### src/rtl/i2cmb_seq_pkg.sv
// rtl/i2cmb_seq_pkg.sv - shared constants and types for the i2cmb Wishbone sequencer
package i2cmb_seq_pkg;

    // Controller register map
    localparam logic [1:0] CSR_ADDR  = 2'd0;
    localparam logic [1:0] DPR_ADDR  = 2'd1;
    localparam logic [1:0] CMDR_ADDR = 2'd2;

    // CMDR command codes
    localparam logic [7:0] CMD_WAIT      = 8'h00;
    localparam logic [7:0] CMD_WRITE     = 8'h01;
    localparam logic [7:0] CMD_READ_ACK  = 8'h02;
    localparam logic [7:0] CMD_READ_NACK = 8'h03;
    localparam logic [7:0] CMD_START     = 8'h04;
    localparam logic [7:0] CMD_STOP      = 8'h05;
    localparam logic [7:0] CMD_SET_BUS   = 8'h06;

    // CSR value written once after reset: core enable + interrupt enable
    localparam logic [7:0] CSR_ENABLE = 8'hC0;

    // CMDR status bit positions
    localparam int CMDR_DON = 7;
    localparam int CMDR_NAK = 6;
    localparam int CMDR_AL  = 5;
    localparam int CMDR_ERR = 4;

    typedef enum logic [1:0] {
        STAT_OK       = 2'b00,
        STAT_ADDR_NAK = 2'b01,
        STAT_DATA_NAK = 2'b10,
        STAT_ARB_ERR  = 2'b11
    } seq_status_e;

    typedef enum logic [3:0] {
        S_INIT,
        S_IDLE,
        S_BUS_DPR,
        S_CMD,
        S_WAIT_IRQ,
        S_READ_CMDR,
        S_EVAL,
        S_ADDR_DPR,
        S_WR_WAIT,
        S_WR_DPR,
        S_RD_DPR,
        S_RD_PUSH
    } seq_state_e;

endpackage

### src/rtl/i2cmb_wb_access.sv
// rtl/i2cmb_wb_access.sv - single-access Wishbone master engine
//
// Ports:
//   clk_i, rst_ni         clock, synchronous active-low reset
//   start                 launch one access (ignored while an access is in flight)
//   we, adr, wdata        access attributes, latched on start
//   done                  high in the cycle ack_i is sampled
//   rdata                 read data captured on the ack of a read
//   cyc_o..dat_o          Wishbone master outputs, held stable until ack
//   dat_i, ack_i          Wishbone slave returns
module i2cmb_wb_access #(
    parameter int AW = 2,
    parameter int DW = 8
) (
    input  logic          clk_i,
    input  logic          rst_ni,
    input  logic          start,
    input  logic          we,
    input  logic [AW-1:0] adr,
    input  logic [DW-1:0] wdata,
    output logic          done,
    output logic [DW-1:0] rdata,
    output logic          cyc_o,
    output logic          stb_o,
    output logic          we_o,
    output logic [AW-1:0] adr_o,
    output logic [DW-1:0] dat_o,
    input  logic [DW-1:0] dat_i,
    input  logic          ack_i
);

    always_ff @(posedge clk_i) begin
        if (!rst_ni) begin
            cyc_o <= 1'b0;
            stb_o <= 1'b0;
            we_o  <= 1'b0;
            adr_o <= '0;
            dat_o <= '0;
            rdata <= '0;
        end else if (cyc_o) begin
            if (ack_i) begin
                cyc_o <= 1'b0;
                stb_o <= 1'b0;
                we_o  <= 1'b0;
                adr_o <= '0;
                dat_o <= '0;
                if (!we_o) begin
                    rdata <= dat_i;
                end
            end
        end else if (start) begin
            cyc_o <= 1'b1;
            stb_o <= 1'b1;
            we_o  <= we;
            adr_o <= adr;
            dat_o <= wdata;
        end
    end

    // The caller leaves its access state on this cycle, so the bus is
    // guaranteed at least one idle cycle before the next start.
    assign done = cyc_o & ack_i;

endmodule

### src/rtl/i2cmb_wb_sequencer.sv
// rtl/i2cmb_wb_sequencer.sv - expands I2C transfer requests into i2cmb Wishbone register sequences
//
// Ports:
//   clk_i, rst_ni                       clock, synchronous active-low reset
//   req_valid_i/req_ready_o, req_*      transfer request (bus, address, direction, length-1)
//   wdata_valid_i/wdata_ready_o, wdata_i  write byte stream
//   rdata_valid_o, rdata_o              received byte pulse (no backpressure)
//   resp_valid_o, resp_status_o         end-of-transfer pulse and status
//   cyc_o, stb_o, we_o, adr_o, dat_o, dat_i, ack_i  Wishbone master to the controller
//   irq_i                               controller command-complete interrupt
module i2cmb_wb_sequencer
    import i2cmb_seq_pkg::*;
#(
    parameter int WB_ADDR_WIDTH  = 2,
    parameter int WB_DATA_WIDTH  = 8,
    parameter int I2C_ADDR_WIDTH = 7,
    parameter int NUM_I2C_BUSSES = 1,
    parameter int BUS_W = (NUM_I2C_BUSSES > 1) ? $clog2(NUM_I2C_BUSSES) : 1
) (
    input  logic                      clk_i,
    input  logic                      rst_ni,
    input  logic                      req_valid_i,
    output logic                      req_ready_o,
    input  logic [BUS_W-1:0]          req_bus_i,
    input  logic [I2C_ADDR_WIDTH-1:0] req_addr_i,
    input  logic                      req_rd_i,
    input  logic [3:0]                req_len_i,
    input  logic                      wdata_valid_i,
    output logic                      wdata_ready_o,
    input  logic [WB_DATA_WIDTH-1:0]  wdata_i,
    output logic                      rdata_valid_o,
    output logic [WB_DATA_WIDTH-1:0]  rdata_o,
    output logic                      resp_valid_o,
    output logic [1:0]                resp_status_o,
    output logic                      cyc_o,
    output logic                      stb_o,
    output logic                      we_o,
    output logic [WB_ADDR_WIDTH-1:0]  adr_o,
    output logic [WB_DATA_WIDTH-1:0]  dat_o,
    input  logic [WB_DATA_WIDTH-1:0]  dat_i,
    input  logic                      ack_i,
    input  logic                      irq_i
);

    seq_state_e                 state_q, state_d;
    seq_status_e                status_q, status_d, fin_status;
    logic [BUS_W-1:0]           bus_q;
    logic [I2C_ADDR_WIDTH-1:0]  addr_q;
    logic                       rd_q;
    logic [3:0]                 len_q;
    logic [3:0]                 cnt_q, cnt_d;
    logic [7:0]                 cmd_q, cmd_d;
    logic [WB_DATA_WIDTH-1:0]   wbyte_q, wbyte_d;
    logic                       addr_phase_q, addr_phase_d;

    logic                       acc_req, acc_start, acc_we, acc_done;
    logic [WB_ADDR_WIDTH-1:0]   acc_adr;
    logic [WB_DATA_WIDTH-1:0]   acc_wdata, acc_rdata;
    logic                       req_ready, accept, finish, fail_arb;

    i2cmb_wb_access #(
        .AW (WB_ADDR_WIDTH),
        .DW (WB_DATA_WIDTH)
    ) u_access (
        .clk_i  (clk_i),
        .rst_ni (rst_ni),
        .start  (acc_start),
        .we     (acc_we),
        .adr    (acc_adr),
        .wdata  (acc_wdata),
        .done   (acc_done),
        .rdata  (acc_rdata),
        .cyc_o  (cyc_o),
        .stb_o  (stb_o),
        .we_o   (we_o),
        .adr_o  (adr_o),
        .dat_o  (dat_o),
        .dat_i  (dat_i),
        .ack_i  (ack_i)
    );

    // Access states hold acc_req for their whole duration; a new access is
    // only launched while the engine is idle.
    assign acc_start = acc_req & ~cyc_o;

    // acc_rdata holds the last CMDR read while in S_EVAL.
    assign fail_arb   = acc_rdata[CMDR_AL] | acc_rdata[CMDR_ERR];
    assign fin_status = (fail_arb && status_q == STAT_OK) ? STAT_ARB_ERR : status_q;
    assign accept     = req_ready & req_valid_i;

    always_ff @(posedge clk_i) begin
        if (!rst_ni) begin
            state_q      <= S_INIT;
            status_q     <= STAT_OK;
            bus_q        <= '0;
            addr_q       <= '0;
            rd_q         <= 1'b0;
            len_q        <= 4'd0;
            cnt_q        <= 4'd0;
            cmd_q        <= CMD_WAIT;
            wbyte_q      <= '0;
            addr_phase_q <= 1'b0;
        end else begin
            state_q      <= state_d;
            status_q     <= status_d;
            cnt_q        <= cnt_d;
            cmd_q        <= cmd_d;
            wbyte_q      <= wbyte_d;
            addr_phase_q <= addr_phase_d;
            if (accept) begin
                bus_q  <= req_bus_i;
                addr_q <= req_addr_i;
                rd_q   <= req_rd_i;
                len_q  <= req_len_i;
            end
        end
    end

    always_comb begin
        state_d       = state_q;
        status_d      = status_q;
        cnt_d         = cnt_q;
        cmd_d         = cmd_q;
        wbyte_d       = wbyte_q;
        addr_phase_d  = addr_phase_q;
        acc_req       = 1'b0;
        acc_we        = 1'b0;
        acc_adr       = '0;
        acc_wdata     = '0;
        req_ready     = 1'b0;
        wdata_ready_o = 1'b0;
        rdata_valid_o = 1'b0;
        finish        = 1'b0;

        case (state_q)
            S_INIT: begin
                acc_req   = 1'b1;
                acc_we    = 1'b1;
                acc_adr   = WB_ADDR_WIDTH'(CSR_ADDR);
                acc_wdata = WB_DATA_WIDTH'(CSR_ENABLE);
                if (acc_done) state_d = S_IDLE;
            end
            S_IDLE: begin
                req_ready = 1'b1;
            end
            S_BUS_DPR: begin
                acc_req   = 1'b1;
                acc_we    = 1'b1;
                acc_adr   = WB_ADDR_WIDTH'(DPR_ADDR);
                acc_wdata = WB_DATA_WIDTH'(bus_q);
                if (acc_done) begin
                    cmd_d   = CMD_SET_BUS;
                    state_d = S_CMD;
                end
            end
            S_CMD: begin
                acc_req   = 1'b1;
                acc_we    = 1'b1;
                acc_adr   = WB_ADDR_WIDTH'(CMDR_ADDR);
                acc_wdata = WB_DATA_WIDTH'(cmd_q);
                if (acc_done) state_d = S_WAIT_IRQ;
            end
            S_WAIT_IRQ: begin
                // A level already high here counts as completion.
                if (irq_i) state_d = S_READ_CMDR;
            end
            S_READ_CMDR: begin
                acc_req = 1'b1;
                acc_adr = WB_ADDR_WIDTH'(CMDR_ADDR);
                if (acc_done) state_d = S_EVAL;
            end
            S_EVAL: begin
                if (fail_arb) begin
                    // Arbitration lost / bus error: the bus is not ours, skip STOP.
                    status_d = fin_status;
                    finish   = 1'b1;
                end else if (cmd_q == CMD_WRITE && acc_rdata[CMDR_NAK]) begin
                    if (status_q == STAT_OK) begin
                        status_d = addr_phase_q ? STAT_ADDR_NAK : STAT_DATA_NAK;
                    end
                    addr_phase_d = 1'b0;
                    cmd_d        = CMD_STOP;
                    state_d      = S_CMD;
                end else begin
                    case (cmd_q)
                        CMD_SET_BUS: begin
                            cmd_d   = CMD_START;
                            state_d = S_CMD;
                        end
                        CMD_START: state_d = S_ADDR_DPR;
                        CMD_WRITE: begin
                            if (addr_phase_q) begin
                                addr_phase_d = 1'b0;
                                if (rd_q) begin
                                    cmd_d   = (len_q == 4'd0) ? CMD_READ_NACK : CMD_READ_ACK;
                                    state_d = S_CMD;
                                end else begin
                                    state_d = S_WR_WAIT;
                                end
                            end else if (cnt_q == len_q) begin
                                cmd_d   = CMD_STOP;
                                state_d = S_CMD;
                            end else begin
                                cnt_d   = cnt_q + 4'd1;
                                state_d = S_WR_WAIT;
                            end
                        end
                        CMD_READ_ACK,
                        CMD_READ_NACK: state_d = S_RD_DPR;
                        default: finish = 1'b1;
                    endcase
                end
                if (finish) begin
                    req_ready = 1'b1;
                    state_d   = S_IDLE;
                end
            end
            S_ADDR_DPR: begin
                acc_req   = 1'b1;
                acc_we    = 1'b1;
                acc_adr   = WB_ADDR_WIDTH'(DPR_ADDR);
                acc_wdata = WB_DATA_WIDTH'({addr_q, rd_q});
                if (acc_done) begin
                    addr_phase_d = 1'b1;
                    cmd_d        = CMD_WRITE;
                    state_d      = S_CMD;
                end
            end
            S_WR_WAIT: begin
                // Wishbone stays idle for as long as the write stream stalls.
                wdata_ready_o = 1'b1;
                if (wdata_valid_i) begin
                    wbyte_d = wdata_i;
                    state_d = S_WR_DPR;
                end
            end
            S_WR_DPR: begin
                acc_req   = 1'b1;
                acc_we    = 1'b1;
                acc_adr   = WB_ADDR_WIDTH'(DPR_ADDR);
                acc_wdata = wbyte_q;
                if (acc_done) begin
                    cmd_d   = CMD_WRITE;
                    state_d = S_CMD;
                end
            end
            S_RD_DPR: begin
                acc_req = 1'b1;
                acc_adr = WB_ADDR_WIDTH'(DPR_ADDR);
                if (acc_done) state_d = S_RD_PUSH;
            end
            S_RD_PUSH: begin
                rdata_valid_o = 1'b1;
                if (cnt_q == len_q) begin
                    cmd_d = CMD_STOP;
                end else begin
                    cnt_d = cnt_q + 4'd1;
                    cmd_d = ((cnt_q + 4'd1) == len_q) ? CMD_READ_NACK : CMD_READ_ACK;
                end
                state_d = S_CMD;
            end
            default: state_d = S_INIT;
        endcase

        // A request taken in the response cycle starts straight away.
        if (accept) begin
            state_d      = S_BUS_DPR;
            status_d     = STAT_OK;
            cnt_d        = 4'd0;
            addr_phase_d = 1'b0;
        end
    end

    assign req_ready_o   = req_ready;
    assign resp_valid_o  = finish;
    assign resp_status_o = finish ? fin_status : STAT_OK;
    assign rdata_o       = (state_q == S_RD_PUSH) ? acc_rdata : '0;

endmodule
### config.mk
export PLATFORM = sky130hd
export DESIGN_NAME = i2cmb_wb_sequencer
export DESIGN_NICKNAME = d
export VERILOG_FILES = /design/src/rtl/i2cmb_seq_pkg.sv /design/src/rtl/i2cmb_wb_access.sv /design/src/rtl/i2cmb_wb_sequencer.sv
export SDC_FILE = /design/constraint.sdc
export NUM_CORES = 1
export LEC_CHECK = 0
export ABC_AREA = 1
export CAP_MARGIN = 25
export CORE_AREA = 8 8 84 86
export CTS_BUF_LIST = sky130_fd_sc_hd__clkbuf_8
export DETAILED_ROUTE_END_ITERATION = 10
export DIE_AREA = 0 0 92 94
export DONT_BUFFER_PORTS = 1
export PLACE_DENSITY = 0.72
export SKIP_CTS_REPAIR_TIMING = 1
export SLEW_MARGIN = 20
export SYNTH_ARGS = -nofsm -noshare
export SYNTH_HDL_FRONTEND = slang
export SYNTH_SLANG_ARGS = --single-unit
### constraint.sdc
create_clock -name clk_i -period 3.9 [get_ports clk_i]
set_clock_uncertainty 0.1 [all_clocks]
set_input_delay 1.17 -clock clk_i [delete_from_list [all_inputs] [get_ports clk_i]]
set_output_delay 1.17 -clock clk_i [all_outputs]
set_load 0.01 [all_outputs]
### Word-level counts from Yosys, hierarchy flattened

Index checks and enable logic that the tools add are counted.

| operators by class | value |
|---|---|
| mux-type cells | 73 |
| bitwise logic cells | 8 |
| equality and inequality tests | 49 |
| reductions and logical operators | 29 |
| $add $sub $neg | 1 |

Operator list:

| operator | count |
|---|---|
| 2-to-1 mux 8 bit | 11 |
| 2-to-1 mux 4 bit | 18 |
| one-hot mux 4 bit (10 select lines) | 1 |
| one-hot mux 8 bit (5 select lines) | 1 |
| one-hot mux 8 bit (4 select lines) | 1 |
| != test 2 bit (second input constant) | 14 |
| 2-to-1 mux 1 bit | 24 |
| != test 3 bit (second input constant) | 8 |
| 2-to-1 mux 2 bit | 10 |
| AND reduction 10 bit | 2 |
| equality test 4 x 3 -> 1 bit (second input constant) | 4 |
| equality test 4 bit (second input constant) | 4 |
| equality test 8 x 2 -> 1 bit (second input constant) | 2 |
| equality test 8 x 3 -> 1 bit (second input constant) | 2 |
| one-hot mux 4 bit (4 select lines) | 1 |
| one-hot mux 8 bit (2 select lines) | 1 |
| != test 5 bit (second input constant) | 2 |
| nonzero test 2 bit | 5 |
| OR reduction 5 bit | 2 |
| equality test 4 x 2 -> 1 bit (second input constant) | 2 |
| equality test 4 bit | 2 |
| equality test 8 x 1 -> 1 bit (second input constant) | 1 |
| zero test 4 bit | 2 |
| != test 8 x 5 -> 1 bit (second input constant) | 1 |
| 26 further kinds | 39 |

| storage, ports and cells | value |
|---|---|
| flip-flop bits (word level) | 61 |
| word-level logic and storage cells | 177 |
| input port bits | 35 |

### Logic depth before layout (Yosys ltp)

| depth | value |
|---|---|
| depth in word-level cells | 11 |
| depth in mapped cells | 13 |
| gate-level depth less buffers | 12 |

### By module

A second synthesis with hierarchy kept.

| second synthesis, totals | value |
|---|---|
| cells, all modules | 476 |
| area total of the unflattened synthesis | 3164.3 um2 |

Modules (own cells, without submodules):

| module | times used | area each (um2) | cells each | seq. area each (um2) |
|---|---|---|---|---|
| i2cmb_wb_sequencer | 1 | 2314.7 | 363 | 700.7 |
| i2cmb_wb_access | 1 | 849.6 | 113 | 420.4 |

### Least setup slack after synthesis

OpenSTA, ideal clock, no wires.

| path | value |
|---|---|
| path type | register to output |
| from | reg state_q[1] |
| to | out rdata_o[0] |
| data arrival time | 1.163 ns |
| required time | 2.630 ns |
| buffers on the path | 1 |
| path slack | 1.467 ns |
| stages on the path, launching flop included | 6 |
| path through | dfxtp_1 nand2_2 nor2_4 inv_1 clkbuf_1 nor2_1 |

| between the ends | value |
|---|---|
| cells in the longest elaborated chain, start to end | 2 |

RTL lines:

| what | line | source |
|---|---|---|
| start, declared | i2cmb_wb_sequencer.sv:45 | `seq_state_e state_q, state_d;` |
| start signal, assigned | i2cmb_wb_sequencer.sv:104 | `state_q <= state_d;` |
| equality test 4 bit | i2cmb_wb_sequencer.sv:277 | `assign rdata_o = (state_q == S_RD_PUSH) ? acc_rdata : '0;` |
| 2-to-1 mux 8 bit | i2cmb_wb_sequencer.sv:277 |  |
| end, declared | i2cmb_wb_sequencer.sv:32 | `output logic [WB_DATA_WIDTH-1:0] rdata_o,` |

Every way passes these cells.

### Final worst setup path

| path | value |
|---|---|
| from | reg state_q[1] |
| to | out rdata_o[4] |

Same word-level chain as after synthesis.

==> metrics.txt <==
Ports=62; worst-case clock buffer depth=2; initial core utilization=52.8%; net switching power=602 uW; max_slew headroom=58.9%; critical path capture point type=output pin; synthesis-to-layout area growth=4.04%; Ys Warns=0; CTS root buf=clkbuf_8; Seq pwr share=46.2%; first-pass GRT wire length=between 10 and 15 mm; cell count along the critical path=4; layout cells sized above 1=13.3%; die area=8650 sq um; Syn Nets=approximately 470; hold path cells=2; ys async rst share=0%; Worst-Skew Late Latency=~310 ps; Crit Path Category=reg2out; Final setup viols=0; Post-route DRC=0; antenna cell count=0; Register Area=1120 sq um; PortBufs=0; Worst-path clk slew=approximately 100 ps; Yosys reg bits=56; status=finished, final reports clean; H-tree lvl count=2; worst-path fanout max=11; max-slew violation count=0; CP top delay family=simple AND/OR/NAND/NOR gates; vias=between 2k and 3k; Critical Path Max Stage Delay=roughly 470 ps; Combinational Power Share=around a third; WP data required=roughly 2600 ps; Sw Ratio=39.8%; count of cell types in the netlist=37; Clk pwr share=a little over a fifth; mapped cell area=about 3000 sq um; FP Rows=28; crit path DAT=around 1600 ps; Antenna Nets Post-Route=0; routed len/inst=14.7 um; leak pwr=1.31 nW; Syn Inst Count=437; TritonRoute pass-1 iters=4; TritonCTS buffer count=5; total of max-cap violations=0; worst slew pin tran=a little over 600 ps; final hold violations=0; Fmax=0.344 GHz; top cells by area, synth=dfxtp_1 (37%), nand2_1 (12%), nor2_1 (7.5%); top-count cell post-synth=nand2_1; Max rail drop VDD=roughly 270 uV; die height=94 um; clock sink count=56; placed instance area=3070 sq um; Remaining Overflow, GRT=0; Core Footprint=roughly 5700 sq um; vias in the first global route=~2.6k; DRT Wirelength=7.48 mm; multi-input logic area=1640 sq um; Vias per Instance=5.22; Worst Reg2Reg Path Length in Cells=10; CP Buf/Inv Count=1; TNS Setup=0 ps; final instance area=3160 sq um; worst min-delay path class=reg2reg; Power, Total=1.51 mW; antenna violations before repair=0; area share of the largest cell type after synthesis=36.9%; Cell Pwr Density=roughly 480 nW/um^2; nature of the critical path startpoint=flip-flop; Top FF cell, synth=dfxtp_1; Final GP Congestion=0.880; final net count=470; Horiz. Die Dim=92 um; overall routing resource usage=17.7%; cell taking the most area after synthesis=dfxtp_1; dpl hpwl=5.93 mm; Synth Area per Inst=6.95 sq um; clock period minus worst slack=2910 ps; 1st-iter DRT viols=156; P_int=912 uW; largest net degree at the start of global routing=35; worst path cell trace=nand2_2 -> nor2_4 -> inv_1 -> nor2_1; synth cell count leaders=nand2_1 (95), nor2_1 (61), dfxtp_1 (56); CTS tree=yes; fillers=603; final period utilization=around three quarters; RSZ-0062 raised after global routing=no; Seq/Total Area, Yosys=36.9%; Crit-path slowest cell=dfxtp_1; number of synthesized flops with an enable pin=0
-- through the flow --
step                      setup slack, ps  cells  hold WS, ps  util (%)
after global routing                  827    510          380      55.0
after CTS                             974    510          353      55.0
final                                 995    510          352      55.0
after global placement               1370    502          335      53.4
after floorplan                      1470    437          325         -
after detailed placement             1320    502          338      53.4
-- layout make-up --
class                      count  area share, %
timing repair buffer           1          0.238
sequential                    56           35.5
clock inverter                 3          0.674
inverter                      53           6.38
multi-input combinational    317           52.1
clock buffer                   5           2.18
tap                           75           2.97
-- power groups by stage --
| stage | Sequential [mW] | Combinational, mW | Clock [mW] |
|---|---|---|---|
| after CTS | 0.700 | 0.489 | 0.337 |
| after global placement | 0.712 | 0.484 | 0 |
| after detailed placement | 0.714 | 0.486 | 0 |
| after floorplan | 0.701 | 0.414 | 0 |
| after global routing | 0.709 | 0.551 | 0.363 |
| final | 0.699 | 0.485 | 0.330 |
-- cells by family after synthesis --
family,share of synthesized area [%]
buffers and inverters,8.90
and+or+nand+nor,33.4
xor gates and xnor gates,1.15
DFF,36.9
AOI/OAI and AO/OA,19.2
adders and majority gates,0.412
-- tightest hold or removal path, cell delays in order, from the launching register on --
cell,delay (ps)
dfxtp_1,310
inv_1,50
a21oi_1,50
-- cells in the final DEF, fill, tap and decap left out, drive strengths merged --
master    Yosys  routed
xnor2         2       2
nand2       113     113
a21oi        52      52
inv          52      53
nor2         69      69
clkbuf        7       5
or2           2       2
clkinvlp      0       1
dfxtp        56      56
o221ai        3       3
ha            1       1
o21ai        41      41
nor3b         1       1
o31ai         1       1
clkinv        1       2
a211oi        1       1
o211ai        1       1
nor4          1       1
nor3          3       3
a31oi         1       1
nand3        16      16
o2111ai       2       2
xor2          2       2
buf           4       1
nand4         4       4
nand3b        1       1
-- worst paths after layout --
kind / startpoint / to / slack [ps]
max reg2reg: cmd_q[2] / state_q[1] / 1590
min: wbyte_q[4] / wbyte_q[4] / 350
max: state_q[1] / rdata_o[4] / 990
min reg2reg: wbyte_q[4] / wbyte_q[4] / 350
-- sequential cells by signal (all words and copies together) (netlist names) --
name and count:
u_access.we_o 1, addr_phase_q 1, wbyte_q 8, u_access.adr_o 2, status_q 2, cmd_q 3
bus_q 1, len_q 4, state_q 4, u_access.cyc_o 1, u_access.stb_o 1, cnt_q 4
rd_q 1, u_access.dat_o 8, addr_q 7, u_access.rdata 8
-- metal layers --
metal,global-route usage [%],up-vias,routed length (um)
met3,4.88,4,416
met4,4.56,0,55
met2,29.9,65,3530
met1,21.7,1198,3480
li1,-,1396,-
met5,0,-,0
Note: power is estimated with default switching activity, not from simulation.
